===== config.mk =====
export PLATFORM = sky130hd
export DESIGN_NAME = timer_dev_flat
export DESIGN_NICKNAME = d
export VERILOG_FILES = /design/src/rtl/timer_pkg.sv /design/src/rtl/timer_dev_if.sv /design/src/rtl/timer_dev.sv /design/src/flat_wrapper.sv
export SDC_FILE = /design/constraint.sdc
export NUM_CORES = 1
export LEC_CHECK = 0
export ABC_AREA = 0
export CAP_MARGIN = 25
export CELL_PAD_IN_SITES_DETAIL_PLACEMENT = 1
export CELL_PAD_IN_SITES_GLOBAL_PLACEMENT = 1
export CORE_MARGIN = 2
export CORE_UTILIZATION = 41
export DETAILED_ROUTE_END_ITERATION = 6
export PLACE_DENSITY_LB_ADDON = 0.1
export SYNTH_ARGS = -nofsm -noshare
export SYNTH_HDL_FRONTEND = slang
export SYNTH_SLANG_ARGS = --single-unit

===== constraint.sdc =====
create_clock -name clk -period 2.8 [get_ports clk]
set_clock_uncertainty 0.15 [all_clocks]
set_input_delay 0.28 -clock clk [delete_from_list [all_inputs] [get_ports clk]]
set_output_delay 0.28 -clock clk [all_outputs]
set_load 0.05 [all_outputs]

===== src/rtl/timer_pkg.sv =====
// -----------------------------------------------------------------------------
// timer_pkg -- shared definitions for the timer_dev register block.
//   * FSM state encoding (also driven on the debug state output)
//   * register word offsets (bus byte-address bits [3:2])
//   * CTRL bit indices and Mode encodings
// No ports; imported by timer_dev_if and timer_dev.
// -----------------------------------------------------------------------------
package timer_pkg;

  localparam int ADDR_W = 2;
  localparam int DATA_W = 32;

  typedef enum logic [1:0] {
    ST_IDLE = 2'd0,
    ST_LOAD = 2'd1,
    ST_CNT  = 2'd2,
    ST_INT  = 2'd3
  } state_e;

  // Register word offsets
  localparam logic [ADDR_W-1:0] ADDR_CTRL   = 2'd0;
  localparam logic [ADDR_W-1:0] ADDR_PRESET = 2'd1;
  localparam logic [ADDR_W-1:0] ADDR_COUNT  = 2'd2;

  // CTRL bit positions
  localparam int CTRL_EN_BIT   = 0;
  localparam int CTRL_MODE_LSB = 1;
  localparam int CTRL_MODE_MSB = 2;
  localparam int CTRL_IM_BIT   = 3;

  // Mode encodings; 2 and 3 behave as one-shot
  localparam logic [1:0] MODE_ONESHOT = 2'd0;
  localparam logic [1:0] MODE_RELOAD  = 2'd1;

endpackage


===== src/rtl/timer_dev_if.sv =====
// -----------------------------------------------------------------------------
// timer_dev_if -- CPU register bus for timer_dev.
//   addr  [1:0]  word select (CTRL/PRESET/COUNT/unused)
//   we           write strobe, sampled on the rising clock edge
//   wdata [31:0] write data
//   rdata [31:0] combinational read data for addr
//   irq          interrupt request to the CPU
// Modports: master (CPU side), slave (timer side).
//
// Handshake: there is no valid/ready pair. The slave is always ready: a write
// is accepted on every rising edge where we=1, and rdata is valid in the same
// cycle addr is presented, with no wait states.
// -----------------------------------------------------------------------------
interface timer_dev_if;
  import timer_pkg::*;

  logic [ADDR_W-1:0] addr;
  logic              we;
  logic [DATA_W-1:0] wdata;
  logic [DATA_W-1:0] rdata;
  logic              irq;

  modport master (output addr, output we, output wdata, input rdata, input irq);
  modport slave  (input addr, input we, input wdata, output rdata, output irq);

endinterface


===== src/rtl/timer_dev.sv =====
// -----------------------------------------------------------------------------
// timer_dev -- memory-mapped down-counting timer with interrupt.
// Registers: CTRL (Enable, Mode, IM), PRESET (reload value), COUNT (read-only).
// FSM IDLE -> LOAD -> CNT -> INT; one-shot returns to IDLE and clears Enable,
// auto-reload returns to LOAD (period PRESET+2 cycles).
//
// Ports:
//   clk          single clock, rising edge
//   reset        asynchronous, active-high
//   bus          timer_dev_if.slave (addr, we, wdata, rdata, irq)
//   dbg_state_o  current FSM state for observation
//
// Build option: define TIMER_IRQ_EN to make IM writable and drive
// irq = IM & pending. Without it, IM reads 0 and irq is tied low, while the
// internal pending flag keeps its normal behaviour.
// -----------------------------------------------------------------------------
module timer_dev
  import timer_pkg::*;
#(
  parameter logic [31:0] PRESET_RST = 32'h0
) (
  input  logic              clk,
  input  logic              reset,
  timer_dev_if.slave        bus,
  output state_e            dbg_state_o
);

  state_e      state_q, state_d;
  logic        en_q, en_d;
  logic [1:0]  mode_q, mode_d;
  logic [31:0] preset_q, preset_d;
  logic [31:0] count_q, count_d;
  logic        pending_q, pending_d;
  logic        im_val;
  logic        ctrl_wr, preset_wr;
  logic [31:0] rdata_w;

  assign ctrl_wr   = bus.we && (bus.addr == ADDR_CTRL);
  assign preset_wr = bus.we && (bus.addr == ADDR_PRESET);

`ifdef TIMER_IRQ_EN
  logic im_q, im_d;

  always_comb begin
    im_d = im_q;
    if (ctrl_wr) im_d = bus.wdata[CTRL_IM_BIT];
  end

  always_ff @(posedge clk or posedge reset) begin
    if (reset) im_q <= 1'b0;
    else       im_q <= im_d;
  end

  assign im_val  = im_q;
  assign bus.irq = im_q & pending_q;
`else
  assign im_val  = 1'b0;
  assign bus.irq = 1'b0;
`endif

  // Next-state logic. The FSM acts on pre-edge register values; a CTRL write
  // is applied last so it overrides the FSM's Enable clear and pending set.
  always_comb begin
    state_d   = state_q;
    en_d      = en_q;
    mode_d    = mode_q;
    preset_d  = preset_q;
    count_d   = count_q;
    pending_d = pending_q;

    case (state_q)
      ST_IDLE: begin
        if (en_q) state_d = ST_LOAD;
      end
      ST_LOAD: begin
        count_d = preset_q;
        state_d = ST_CNT;
      end
      ST_CNT: begin
        if (!en_q) begin
          state_d = ST_IDLE;
        end else if (count_q > 32'd1) begin
          count_d = count_q - 32'd1;
        end else begin
          // COUNT of 1 or 0: land on zero and raise pending
          count_d   = 32'd0;
          pending_d = 1'b1;
          state_d   = ST_INT;
        end
      end
      ST_INT: begin
        if (mode_q == MODE_RELOAD) begin
          pending_d = 1'b0;
          state_d   = ST_LOAD;
        end else begin
          en_d    = 1'b0;
          state_d = ST_IDLE;
        end
      end
      default: state_d = ST_IDLE;
    endcase

    if (preset_wr) preset_d = bus.wdata;

    if (ctrl_wr) begin
      en_d      = bus.wdata[CTRL_EN_BIT];
      mode_d    = bus.wdata[CTRL_MODE_MSB:CTRL_MODE_LSB];
      pending_d = 1'b0;
    end
  end

  always_ff @(posedge clk or posedge reset) begin
    if (reset) begin
      state_q   <= ST_IDLE;
      en_q      <= 1'b0;
      mode_q    <= MODE_ONESHOT;
      preset_q  <= PRESET_RST;
      count_q   <= 32'd0;
      pending_q <= 1'b0;
    end else begin
      state_q   <= state_d;
      en_q      <= en_d;
      mode_q    <= mode_d;
      preset_q  <= preset_d;
      count_q   <= count_d;
      pending_q <= pending_d;
    end
  end

  always_comb begin
    rdata_w = 32'd0;
    case (bus.addr)
      ADDR_CTRL:   rdata_w = {28'd0, im_val, mode_q, en_q};
      ADDR_PRESET: rdata_w = preset_q;
      ADDR_COUNT:  rdata_w = count_q;
      default:     rdata_w = 32'd0;
    endcase
  end

  assign bus.rdata   = rdata_w;
  assign dbg_state_o = state_q;

endmodule


===== src/flat_wrapper.sv =====
// flat-port wrapper written by rule: the top's interface ports become plain ports
module timer_dev_flat import timer_pkg::*;
#(
  parameter logic [31:0] PRESET_RST = 32'h0
)
  (clk, reset, dbg_state_o, bus_addr, bus_we, bus_wdata, bus_rdata, bus_irq);
  timer_dev_if bus_i ();
  input  logic clk;
  input  logic reset;
  output state_e dbg_state_o;
  input wire logic [$bits(bus_i.addr)-1:0] bus_addr;
  input wire logic [$bits(bus_i.we)-1:0] bus_we;
  input wire logic [$bits(bus_i.wdata)-1:0] bus_wdata;
  output wire logic [$bits(bus_i.rdata)-1:0] bus_rdata;
  output wire logic [$bits(bus_i.irq)-1:0] bus_irq;
  assign bus_i.addr = bus_addr;
  assign bus_i.we = bus_we;
  assign bus_i.wdata = bus_wdata;
  assign bus_rdata = bus_i.rdata;
  assign bus_irq = bus_i.irq;
  timer_dev #(.PRESET_RST(PRESET_RST)) u_core (.clk(clk), .reset(reset), .bus(bus_i), .dbg_state_o(dbg_state_o));
endmodule

* Yosys cells after proc, flatten, opt, wreduce, memory -nomap -nowiden
Cells that the tools add are included.
** Operators by class
- Equality and inequality tests :: 10
- Muxes and demuxes :: 12
- Add/sub/neg operators :: 1
- Order comparisons :: 1
- Reductions and logical operators :: 9
** Operators with widths (count)
- case mux 32 bit (3 select lines) :: 1
- 2-to-1 mux 32 bit :: 2
- case mux 32 bit (2 select lines) :: 1
- greater-than comparator 32 x 1 -> 1 bit (second input constant) :: 1
- subtractor 32 x 1 -> 32 bit (second input constant) :: 1
- case mux 2 bit (4 select lines) :: 1
- == test 2 x 1 -> 1 bit (second input constant) :: 3
- == test 2 bit (second input constant) :: 3
- 2-to-1 mux 2 bit :: 3
- != test 2 x 1 -> 1 bit (second input constant) :: 3
- AND reduction 2 bit :: 3
- zero test 2 bit :: 2
- 2-to-1 mux 1 bit :: 4
- nonzero test 2 bit :: 2
- != test 3 bit (second input constant) :: 1
- logical AND 1 bit :: 2
** Storage, ports and cells
- Input bits :: 37
- Word-level logic and storage cells :: 38
- Bits in registers :: 69
- Output and inout port bits :: 35

* Depth between registers and ports, before layout
Gate-level depths: netlist (run 1).
- Depth in word-level cells :: 4
- Depth in mapped cells :: 8
- Mapped depth without buffers :: 6

* Least setup slack after synthesis (run 1)
Ideal clock, no wire load.
- Path type :: reg-to-reg
- Start point :: reg u_core.count_q[11]
- End point :: reg u_core.count_q[23]
- Period minus slack after synthesis :: 2352 ps
- Cell stages (with the launch flop) :: 9
- Setup time :: 136 ps
- Path slack :: 448 ps
- Path buffers :: 3
- Required time :: 2514 ps
- Arrival :: 2066 ps
- Cell sequence :: dfrtp_1 -> buf_6 -> nor4_4 -> nand4_2 -> or4_1 -> buf_4 -> buf_6 -> a31oi_1 -> o22ai_1
** Between the ends
- Longest elaborated chain between the ends :: 4
- Elaborated cells between the ends (all ways) :: 5
- Those cells by class :: add/sub: 1; order compare: 1; mux: 3
** Ends and longest elaborated chain
- start, declared :: line timer_dev.sv:32 : logic [31:0] count_q, count_d;
- start signal, assigned :: line timer_dev.sv:125 : count_q <= count_d;
- subtractor 32 x 1 -> 32 bit or greater-than comparator 32 x 1 -> 1 bit (tied branches) :: line timer_dev.sv:83, timer_dev.sv:82
- 2-to-1 mux 32 bit (*) :: line timer_dev.sv:82 : end else if (count_q > 32'd1) begin
- 2-to-1 mux 32 bit (*) :: line timer_dev.sv:80 : if (!en_q) begin
- case mux 32 bit (2 select lines) (*) :: line timer_dev.sv:71 : case (state_q)
Every way passes the cells marked *; elsewhere a longest branch is shown, timed or not. The select of a mux whose other input is x is not followed.
A chain may end at the register's enable or synchronous reset.

* Worst setup path after layout (run 1)
- Start point :: reg u_core.count_q[11]
- End point :: reg u_core.count_q[29]
The elaborated chain is that of the path after synthesis.

==> impl_metrics.ini, run 1 <==
[timing]
hold_viol_final = 0
drv_slew = 0
grt_setup_unrepaired = no
fmax_mhz = 388.0
tightest_slew_ns = 0.7023
post-route-period-util_pct = 92.05
slew-limit-headroom_pct = 53.18
setup_viol_count_final = 0
layout_min_cycle_time_ns = 2.577
layout_setup_ws_ns = 0.2225
setup_tns_ns = 0

[global_routing]
antenna_found_initial = 0
grt_usage_pct = 25.01
grt-busiest-layer = met2
grt_pass1_wl_mm = 20.47
grt_pass1_vias = 3891
met3_usage_pct = 4.368
met1_usage_pct = 33.39
overflow = 0
grt_use_met2_pct = 41.41
grt_max_degree = 40

[placed_design]
placedCellCount = 602
placed_cell_area_mm2 = 0.005284
place_ws_ns = 0.2521
hpwl_mm = 8.684
numPortBuffers = 70
place_congestion = 0.9154

[min_path]
hp-class = input pin to async pin

[cells_and_area]
area_delta_synth_final_pct = 35.27
final_cell_mix = dfrtp_1 (69), clkdlybuf4s50_1 (38), mux2_2 (34), buf_12 (34), a22o_1 (33)
drive_gt1_share_pct = 24.74
final_area_mm2 = 0.005470
final_common_cell = dfrtp_1
final_nets = 519
n_antenna_cell = 0
final_cells = 618

[synthesis]
synth.avg_cell_area_um2 = 9.887
synth-edff-count = 0
synth_top_flop_cell = dfrtp_1
syn-instance-count = 409
synth_seq_area_share_pct = 42.70
synth_top_area_share_pct = 42.70
synth_fp_nets = 448
ys_warn_count = 0
synth-seq-cells = 69
async_reset_ff_share_pct = 100.0
synth_area_leaders = dfrtp_1 (43%), mux2_2 (9.5%), a22o_1 (7.1%)
synth_area_leader_cell = dfrtp_1
synth.distinct_cells = 54
syn-cell-area_mm2 = 0.004044

[routing]
wl_per_cell_um = 20.12
firstDrtPassIters = 4
drt_iter0_markers = 110
totalWireLength_mm = 12.43
vias = 3753
drc = 0
vias_per_cell = 6.073
ant_nets = 0

[setup_path]
cp-startpoint = u_core.count_q[11]
path_delay_family = simple AND/OR/NAND/NOR gates
cp.depth = 6
endpoint = u_core.count_q[29]
r2r_cells = 6
r2r_slack_ns = 0.22
crit_path_end_kind = register
path_buf_inv = 1
crit_chain = nor4_4, nand4_2, buf_4, or3_4, or4_1, o211ai_2
cp_slowest_stage_delay_ns = 0.52
slowest_stage = or4_1
reg2reg_from = u_core.count_q[11]
r2r_end = u_core.count_q[29]
cp_max_fo = 15
critical_path_arrival_ns = 2.70
required_ns = 2.92
critPathLaunchType = register
critical_path_class = register to register

[clock_tree]
clk_path_buf_depth = 2
cts_root_buffer = clkbuf_8
postCtsResizedCells = 0
numCtsBuffers = 9
cts_hold_buffers = 0
htreeDepth = 3
cts_tree = built
cts_sinks = 69
path_clk_slew_ns = 0.08
insertion_delay_ns = 0.35
postCtsSetupBuffers = 0

[floorplan]
initial_core_util_pct = 41.76
num_rows = 36
dieArea_mm2 = 0.01067
ioPinCount = 72
die_h_um = 103.3
core_mm2 = 0.009684
die_w_um = 103.3

[power_and_ir_drop]
power-per-cell-area_mw_per_mm2 = 959.8
ir_drop_mv = 0.3993
p_leak_nw = 2.159

[flow_run]
maxCapViolations = 0

[run_status]
status = complete, no violations
layout make-up:
| cell class | count | area (um^2) |
|---|---|---|
| Timing Repair Buffer | 95 | 1234 |
| Clock buffer | 11 | 151.4 |
| Fill cell | 1048 | 4214 |
| Clock inverter | 5 | 35.03 |
| Sequential cell | 69 | 1727 |
| Tap cell | 133 | 166.4 |
| Multi-Input combinational cell | 292 | 2108 |
| Inverter | 13 | 48.80 |
worst reg2reg max path, stage by stage (launching register included):
cell and delay (ns):
dfrtp_1 0.49, nor4_4 0.43, nand4_2 0.13, buf_4 0.21
or3_4 0.43, or4_1 0.52, o211ai_2 0.15
metrics by stage:
stage | hold slack [ns] | power, mW | util, %
5_1_grt | 0.06981 | 5.584 | 56.49
3_5_place_dp | 0.3583 | 4.455 | 54.56
3_3_place_gp | 0.3615 | 4.350 | 54.56
2_1_floorplan | 0.2468 | 3.387 | -
6_report | 0.05344 | 5.250 | 56.49
4_1_cts | 0.05913 | 5.269 | 56.49
synthesized netlist by cell type, types with 5 or more instances:
cell and instances:
a21oi_1 13, a22o_1 33, a22oi_1 9, a31oi_1 6
buf_4 5, clkbuf_1 24, dfrtp_1 69, inv_1 12
mux2_2 34, mux2i_1 10, nand2_1 28, nand3_1 8
nand4_1 7, nor2_1 17, nor2b_1 5, nor3_1 13
nor4_1 9, o21ai_0 17, o22ai_1 15, o31ai_1 6
or3_1 8, or4_1 5
report_power, final:
part	total [mW]	switching [mW]	internal (mW)	leakage, nW
Sequential	1.88	0.535	1.34	0.828
Clock	0.786	0.418	0.368	0.0836
Combinational	2.59	1.43	1.16	1.25
Total	5.25	2.38	2.87	2.16
flip-flops by register name, summed over array words and instances (netlist names):
signal / flops
u_core.count_q: 32
u_core.mode_q: 2
u_core.en_q: 1
u_core.preset_q: 32
u_core.dbg_state_o: 2
worst min path at each step:
stage                        start            endpoint  slack [ns]  cells past startpoint
2_1_floorplan         bus_wdata[0]         u_core.en_q        0.25                      2
3_3_place_gp   u_core.preset_q[28]  u_core.count_q[28]        0.36                      2
3_5_place_dp   u_core.preset_q[28]  u_core.count_q[28]        0.36                      2
4_1_cts                      reset  u_core.preset_q[6]        0.06                      2
5_1_grt                      reset  u_core.preset_q[6]        0.07                      2
6_report                     reset  u_core.preset_q[6]        0.05                      2
metal layers:
| metal | wire length, um | vias to the layer above |
|---|---|---|
| li1 | - | 1721 |
| met1 | 5576 | 1900 |
| met2 | 6101 | 112 |
| met3 | 550 | 20 |
| met4 | 204 | 0 |
| met5 | 0 | - |
kinds of logic (layout without fill, tap and decap cells):
logic type	Yosys count	after routing	synth area share, %
muxes	44	44	11.94
adders and majority gates	2	2	0.6187
and+or+nand+nor	115	115	15.72
AOI/OAI and AO/OA	129	129	23.42
DFF	69	69	42.70
xor gates and xnor gates	1	1	0.2166
buffers and inverters	48	124	5.291
other	1	1	0.09273
Power figures use the tool's default switching activity.
==> run 2, diff against run 1 <==
Settings changed: CORE_ASPECT_RATIO set to 0.7.
==> run 2 against run 1 <==
Against the previous run: sequential share of layout area fell by 0.54 points; clock power rose by 51%; critical endpoint is now u_core.count_q[4]; clock-buffer cell count up 2; maximum frequency fell by 1.9%; combinational power rose by 2%; largest power group unchanged.
==> impl_metrics.ini, run 2 (synthesis results as in run 1) <==
[routing]
drt_iter0_markers = 363
ant_nets = 0
firstDrtPassIters = 5
drc = 0
vias_per_cell = 6.215
wl_per_cell_um = 22.07
totalWireLength_mm = 13.42
vias = 3779

[clock_tree]
htreeDepth = 3
cts_root_buffer = clkbuf_16
postCtsSetupBuffers = 0
clk_path_buf_depth = 2
path_clk_slew_ns = 0.05
insertion_delay_ns = 0.34
cts_sinks = 69
numCtsBuffers = 9
cts_hold_buffers = 0
postCtsResizedCells = 0
cts_tree = built

[placed_design]
placed_cell_area_mm2 = 0.005253
numPortBuffers = 70
hpwl_mm = 8.742
place_congestion = 0.9024

[power_and_ir_drop]
ir_drop_mv = 0.4490
swShare_pct = 43.03
power_frac_comb_pct = 46.3
internal_power_mw = 3.253
switchingPower_mw = 2.457
power-per-cell-area_mw_per_mm2 = 1026
p_leak_nw = 2.211
clkPwrFrac_pct = 20.9
seqPwrFrac_pct = 32.8

[timing]
setup_tns_ns = 0
grt_setup_unrepaired = no
drv_slew = 0
post-route-period-util_pct = 93.83
tightest_slew_ns = 0.6123
fmax_mhz = 380.6
slew-limit-headroom_pct = 59.09
setup_viol_count_final = 0
hold_viol_final = 0
layout_min_cycle_time_ns = 2.627

[cells_and_area]
drive_gt1_share_pct = 23.75
final_nets = 514
fillerInstances = 1032
n_antenna_cell = 0
final_common_cell = dfrtp_1
final_cell_mix = dfrtp_1 (69), clkdlybuf4s50_1 (38), buf_12 (35)
multi_input_area_mm2 = 0.002108
area.sequential_mm2 = 0.001727
area_delta_synth_final_pct = 37.62
final_area_mm2 = 0.005565
reg.largest.list = u_core.count_q: 32 flops, u_core.preset_q: 32 flops

[floorplan]
core_mm2 = 0.009647
ioPinCount = 72
dieArea_mm2 = 0.01069
initial_core_util_pct = 41.92
die_w_um = 122.7
die_h_um = 87.09
num_rows = 30

[setup_path]
path_buf_inv = 1
cp_max_fo = 12
required_ns = 2.83
slowest_stage = or4_1
path_delay_family = simple AND/OR/NAND/NOR gates
crit_path_end_kind = register
crit_chain = nor4_4, nand4_2, or4_1, buf_4, a22oi_1, o221ai_1
critical_path_arrival_ns = 2.66
critical_path_class = register to register
critPathLaunchType = register
cp_slowest_stage_delay_ns = 0.68

[run_status]
status = complete, no violations

[global_routing]
grt_pass1_wl_mm = 22.03
antenna_found_initial = 0
grt_usage_pct = 27.29
overflow = 0
grt_pass1_vias = 4015
grt_max_degree = 70

[flow_run]
maxCapViolations = 0

[min_path]
hp-class = input pin to async pin
==> run 2: cell types whose count changed in the layout (fill, tap and decap cells not counted), sizes merged <==
cell / previous run / this run
buf: 57 / 52
bufinv: 0 / 1
clkbuf: 11 / 13
clkinvlp: 4 / 1
==> run 2: layout make-up <==
type / instances / area share [%]
inverters: 13 / 0.8768
clock inverters: 3 / 0.7644
well taps: 128 / 2.878
repair buffers: 90 / 21.72
multi-input cells: 292 / 37.88
flip-flops and latches: 69 / 31.03
clock buffers: 13 / 4.856
==> run 2: power groups by stage <==
stage | combinational [mW] | sequential [mW] | clock, mW
after CTS | 2.65 | 1.86 | 1.22
final | 2.64 | 1.87 | 1.19
after detailed placement | 2.61 | 1.87 | 0
after global placement | 2.53 | 1.83 | 0
after global routing | 2.85 | 1.93 | 1.27
after floorplan | 1.68 | 1.70 | 0
==> run 2: worst paths after layout <==
check                           depth (start not counted)             endpoint                start  slack, ns
worst max-delay path                                    6    u_core.count_q[4]   u_core.count_q[11]       0.17
min in group clk                                        1  u_core.preset_q[25]  u_core.preset_q[25]       0.39
max in group asynchronous                               3   u_core.count_q[20]                reset       1.97
worst min-delay path                                    3  u_core.preset_q[31]                reset       0.16
worst min register to register                          1  u_core.preset_q[25]  u_core.preset_q[25]       0.39
worst max register to register                          6    u_core.count_q[4]   u_core.count_q[11]       0.17
==> run 2: stage by stage <==
step	setup WS [ns]	util, %	instances	hold slack [ns]	total power, mW
6_report	0.1726	57.69	608	0.1624	5.710
5_1_grt	0.1146	57.69	608	0.2061	6.052
4_1_cts	0.1798	57.69	608	0.2033	5.726
3_5_place_dp	0.2415	54.45	592	0.3616	4.474
3_3_place_gp	0.3454	54.45	592	0.3582	4.359
2_1_floorplan	0.4482	-	409	0.2468	3.387
==> run 2: layer usage <==
metal  GRT usage (%)  up-vias  part of all wire, %
li1                -     1701                    -
met4           6.688        0                  1.0
met2           43.09      149                   46
met1           37.59     1917                   46
met5               0        -                    0
met3           7.003       12                  6.9
==> run 2: worst reg2reg max path: stages, from the launching register on <==
cell      delay [ns]
dfrtp_1         0.48
nor4_4          0.41
nand4_2         0.15
or4_1           0.69
buf_4           0.27
a22oi_1         0.18
o221ai_1        0.15
